File: config.mk
export PLATFORM = sky130hd
export DESIGN_NAME = switches_to_led
export DESIGN_NICKNAME = d
export VERILOG_FILES = /design/src/rtl/switches_to_led_pkg.sv /design/src/rtl/switches_to_led_switch_debounce.sv /design/src/rtl/switches_to_led.sv
export SDC_FILE = /design/constraint.sdc
export NUM_CORES = 1
export LEC_CHECK = 0
export ABC_AREA = 1
export BUFFER_PORTS_ARGS = -buffer_cell sky130_fd_sc_hd__buf_2
export CORE_ASPECT_RATIO = 1.2
export CORE_MARGIN = 2
export CORE_UTILIZATION = 50
export DETAILED_ROUTE_END_ITERATION = 10
export GPL_ROUTABILITY_DRIVEN = 1
export PLACE_DENSITY_LB_ADDON = 0.3
export SKIP_CTS_REPAIR_TIMING = 1
export SLEW_MARGIN = 40
export SYNTH_ARGS = -nofsm -noshare
export SYNTH_HDL_FRONTEND = slang
export SYNTH_SLANG_ARGS = --single-unit
File: constraint.sdc
create_clock -name i_clk -period 0.9 [get_ports i_clk]
set_input_delay 0.045 -clock i_clk [delete_from_list [all_inputs] [get_ports i_clk]]
set_output_delay 0.045 -clock i_clk [all_outputs]
set_load 0.02 [all_outputs]
File: src/rtl/switches_to_led_pkg.sv
// Shared constants and helpers for the switch-to-LED debounce slice.
// Keeps parameter defaults and counter sizing in one place.
package switches_to_led_pkg;

   localparam int unsigned DEF_N               = 4;
   localparam int unsigned DEF_DEBOUNCE_CYCLES = 16;

   // Stability counter width; never narrower than one bit.
   function automatic int unsigned cnt_width(input int unsigned cycles);
      int unsigned w;
      w = $clog2(cycles);
      if (w < 1) w = 1;
      return w;
   endfunction

endpackage

File: src/rtl/switches_to_led_switch_debounce.sv
// One switch bit: two-flop synchroniser, stability counter, LED flop.
// The LED only moves after DEBOUNCE_CYCLES consecutive mismatches.
module switch_debounce
   import switches_to_led_pkg::*;
#(
   parameter int unsigned DEBOUNCE_CYCLES = DEF_DEBOUNCE_CYCLES
) (
   input  logic i_clk,
   input  logic i_rst_n,
   input  logic i_sw,
   output logic o_level
);

   localparam int unsigned CW = cnt_width(DEBOUNCE_CYCLES);
   localparam logic [CW-1:0] CNT_LAST = CW'(DEBOUNCE_CYCLES - 1);

   logic          r_s1;
   logic          r_s2;
   logic [CW-1:0] r_cnt;
   logic          r_level;

   logic          w_diff;
   logic          w_done;

   assign w_diff  = r_s2 ^ r_level;
   assign w_done  = (r_cnt == CNT_LAST);
   assign o_level = r_level;

   // Bring the asynchronous switch level into the clock domain.
   always_ff @(posedge i_clk) begin
      if (!i_rst_n) begin
         r_s1 <= 1'b0;
         r_s2 <= 1'b0;
      end else begin
         r_s1 <= i_sw;
         r_s2 <= r_s1;
      end
   end

   // Count consecutive mismatches; clearing on agreement rejects glitches.
   always_ff @(posedge i_clk) begin
      if (!i_rst_n) begin
         r_cnt <= '0;
      end else if (!w_diff || w_done) begin
         r_cnt <= '0;
      end else begin
         r_cnt <= r_cnt + 1'b1;
      end
   end

   // Adopt the synchronised value once it has been stable long enough.
   always_ff @(posedge i_clk) begin
      if (!i_rst_n) begin
         r_level <= 1'b0;
      end else if (w_diff && w_done) begin
         r_level <= r_s2;
      end
   end

endmodule

File: src/rtl/switches_to_led.sv
// Debounced, synchronised mapping of N slide switches onto N LEDs.
// Each bit has its own independent debounce channel.
module switches_to_led
   import switches_to_led_pkg::*;
#(
   parameter int unsigned N               = DEF_N,
   parameter int unsigned DEBOUNCE_CYCLES = DEF_DEBOUNCE_CYCLES
) (
   input  logic         i_clk,
   input  logic         i_rst_n,
   input  logic [N-1:0] i_switch,
   output logic [N-1:0] o_led
);

   logic [N-1:0] w_led;

   assign o_led = w_led;

   // One channel per switch/LED pair.
   for (genvar k = 0; k < N; k++) begin : g_bit
      switch_debounce #(
         .DEBOUNCE_CYCLES(DEBOUNCE_CYCLES)
      ) u_db (
         .i_clk  (i_clk),
         .i_rst_n(i_rst_n),
         .i_sw   (i_switch[k]),
         .o_level(w_led[k])
      );
   end

endmodule

# After elaboration in Yosys (flattened, before gate mapping)
# Cells that the tools add are included.
[classes] add_sub_neg=4 eq_ne=4 bitwise=5 reduce_logical=16
[op_table] op="$add A4 B1 Y4 const B" n=4
[op_table] op="$eq A4 B4 Y1 const B" n=4
[op_table] op="$reduce_or A2 Y1" n=4
[op_table] op="$logic_and A1 B1 Y1" n=4
[op_table] op="$logic_not A1 Y1" n=4
[op_table] op="$logic_or A1 B1 Y1" n=4
[op_table] op="$xor A1 B1 Y1" n=4
[op_table] op="$not A1 Y1" n=1
[word_totals] ff_bits=28

# Logic depth before layout (Yosys ltp)
[logic_depth] ltp_word=4 ltp_mapped=5

# Cells and area by module
# From an unflattened synthesis, not the netlist that was laid out.
[hier_totals] cells_unflattened=136 hier_area_um2=1096.1
[by_module_without_submodules] module="switch_debounce" n_inst=4 cells_each=34 area_each_um2=274.0

# Worst setup path before layout
# No wires, ideal clock.
[synth_timing] path_kind="flip-flop to flip-flop" from="reg g_bit[2].u_db.r_cnt[0]" to="reg g_bit[2].u_db.r_cnt[2]" arrival_time_ps=797 required_time_ps=784 setup_slack_ps=-13 path_stages_with_launch=5 path_cell_list="dfxtp_1 ha_1 nand3_1 nand3_2 nor2_1"
[synth_via] elab_chain_cells=3 word_cells_on_any_way=4 classes_between="add/sub (1); eq/ne (1); reduce/logical (2)"
[synth_lines] element="from (decl)" line="switches_to_led_switch_debounce.sv:19" source="logic [CW-1:0] r_cnt;"
[synth_lines] element="from (signal assigned)" line="switches_to_led_switch_debounce.sv:47" source="r_cnt <= r_cnt + 1'b1;"
[synth_lines] element="branches (longest 3 deep; another with $add A4 B1 Y4)"
# Several ways; the timed one is not identified.
# A chain may end at the register's enable or synchronous reset.

# Worst setup path after layout
# Same ends and word-level chain as after synthesis.

==> impl_results.md <==
- Status: finished, violations left
- Violated checks: setup timing
- Slowest stage delay, CP: 380 ps
- Initial DRC Count: 4
- CP most frequent cell: nand3_4
- MaxCap Viol Count: 0
- Die footprint: 2600 µm²
- Reg clk slew, reported paths: 140 ps
- Routed WL: 1940 µm
- Number of remaining DRC errors: 0
- Setup crit end kind: register
- GP Congestion: 0.719
- CTS tree: yes
- Register bit count reported by yosys: 28
- Finished Core Util: 73.1%
- Vert. Die Dim: 55.5 µm
- Slowest cell on crit path: dfxtp_2
- Data arrival, critical path: 1140 ps
- Chip Width: 46.9 µm
- PortBufs: 9
- Pint: 1.55 mW
- Sequential share of power: 64.0%
- Clk Latency, worst-skew pair: 330 ps
- Mapped cell area: 1100 µm²
- CORE AREA: 2070 µm²
- Ratio of cells with drive above 1 in the final layout: 41.3%
- CP top delay family: flip-flops
- Ys Warns: 0
- Syn Nets: 144
- Num rows: 18
- Worst hold start: i_rst_n
- DR vias/cell: 4.69
- DRT Pass-1 Iters: 4
- Grt ovf: 0
- CP bufs+invs: 0
- P_leak: 0.640 nW
- Fin area: 1510 µm²
- CP startpoint kind: register
- Worst Path Required: 1140 ps
- Syn Inst Count: 134
- First-pass GRT wire length: 2900 µm
- Syn avg cell area: 8.24 µm²
- I/O pin total: 10
- Final Slew Violations: 0
- All-Layer GR Usage: 15.3%
- Critical-path cell list: ha_4 -> nand3_4 -> nand3_4 -> nor2_1
- Most frequent cells in the layout: 21 x nand2_1, 20 x inv_1, 16 x nor2_1, 16 x dfxtp_1, 9 x buf_4
- Clock sink count: 28
- Final WS setup: -5.81 ps
- Area Overhead vs Synth: 37.0%
- Vias in the first global route: 786
- Combinational power share: 5.5%
- Vias: 867
- CTS Buf Count: 3
- Fin nets: 166
- RSZ-0062 raised after global routing: yes
- Crit. Startpoint: g_bit[2].u_db.r_cnt[0]
- WL/cell: 10.5 µm
- Commonest non-fill, non-tap cell in the layout: nand2_1
- Clk pwr share: 30.4%
- Dpl hpwl: 1300 µm
- Post-route total power: 1.97 mW
- Ant. Diodes: 0
- Crit share post-route: 101%
- Placed cell area: 1240 µm²
- Largest net degree at the start of global routing: 16
- Post-synthesis cell type count: 14
- Skew final: 3.30 ps
- Maximum fanout along the worst path: 4
- P_sw: 422 µW
- Antenna violations before repair: 0
- Sw frac: 21.4%
- # setup viols final: 5
- Critical R2R Launch: g_bit[2].u_db.r_cnt[0]
- Post-synthesis sequential area ratio: 50.7%
- Rel. slew slack: 84.8%
- Routed Antenna Nets: 0
- Least-Margin Pin Slew: 227 ps
- HP Class: in2reg
- CTS Buffer Depth: 2
- Final count of hold timing violations: 0
- R2R Setup Slk: -6 ps
- H-Tree Depth: 1
- Max VDD drop: 1.28 mV
- Fin crit period: 906 ps
- Worst Setup Path Type: reg2reg
- Pwr per Cell Area: 1300 nW/µm²
- Fmax: 1100 MHz
- Initial core utilization: 53.3%
- CTS Root Cell: clkbuf_4
[through the flow]
step,cells,hold slack [ps],setup TNS [ps],setup WS (ps)
after floorplan,134,143,0,4.91
after global placement,177,228,-5.45,-2.26
after detailed placement,177,229,-510,-41.8
after CTS,181,-122,-1200,-90.5
after global routing,185,123,-641,-60.2
final,185,111,-11.4,-5.81
[registers in the layout, summed over array words and instances (netlist names)]
register / count
g_bit.u_db.r_cnt: 16
g_bit.u_db.o_level: 4
g_bit.u_db.r_s1: 4
g_bit.u_db.r_s2: 4
[path summary, 6_finish.rpt]
check	to	depth (start not counted)
worst max register to register	g_bit[2].u_db.r_cnt[2]	4
worst max-delay path	g_bit[2].u_db.r_cnt[2]	4
worst min-delay path	g_bit[1].u_db.r_s2	4
worst min register to register	g_bit[2].u_db.r_s2	2
[Yosys cell counts]
| cell type | instances | area [µm²] |
|---|---|---|
| a21oi_2 | 4 | 35.0 |
| nand3_2 | 4 | 40.0 |
| or2_1 | 4 | 25.0 |
| nand3_1 | 8 | 40.0 |
| nor2_1 | 24 | 90.1 |
| buf_4 | 4 | 30.0 |
| ha_1 | 4 | 50.1 |
| dfxtp_1 | 28 | 561 |
| nand4_1 | 4 | 25.0 |
| nand2_1 | 24 | 90.1 |
| xnor2_1 | 4 | 35.0 |
| inv_1 | 20 | 75.1 |
| buf_2 | 1 | 5.00 |
| inv_2 | 1 | 3.75 |
[power groups by stage]
| stage | registers [mW] | logic, mW | clock network, mW |
|---|---|---|---|
| final | 1.26 | 0.109 | 0.601 |
| after detailed placement | 1.30 | 0.0785 | 0 |
| after global routing | 1.27 | 0.123 | 0.665 |
| after CTS | 1.27 | 0.0787 | 0.619 |
| after global placement | 1.30 | 0.0747 | 0 |
| after floorplan | 1.30 | 0.0457 | 0 |
[tightest hold or removal path: stages]
cell,delay (ps)
buf_2,100
buf_4,180
nand2_1,60
inv_1,40
[final cells by class]
class	count	area [µm²]
inverter	21	78.8
timing repair buffer	22	178
sequential	28	586
multi-input combinational	80	598
tap	30	37.5
fill	152	558
clock buffer	4	36.3
[metal layers]
layer	routed length (µm)	global-route usage [%]	vias to the layer above
li1	-	-	452
met5	0	0	-
met4	78	10.7	0
met3	77	3.27	9
met1	722	16.4	386
met2	1070	25.0	20
[logic make-up (layout without fill, tap and decap cells)]
family	Yosys count	in the layout	synth area share, %
simple gates	68	68	28.1
flops	28	28	50.7
buf+inv	26	47	10.3
fa+ha+maj	4	4	4.53
compound gates	4	4	3.17
xor+xnor	4	4	3.17
Power figures use the tool's default switching activity.
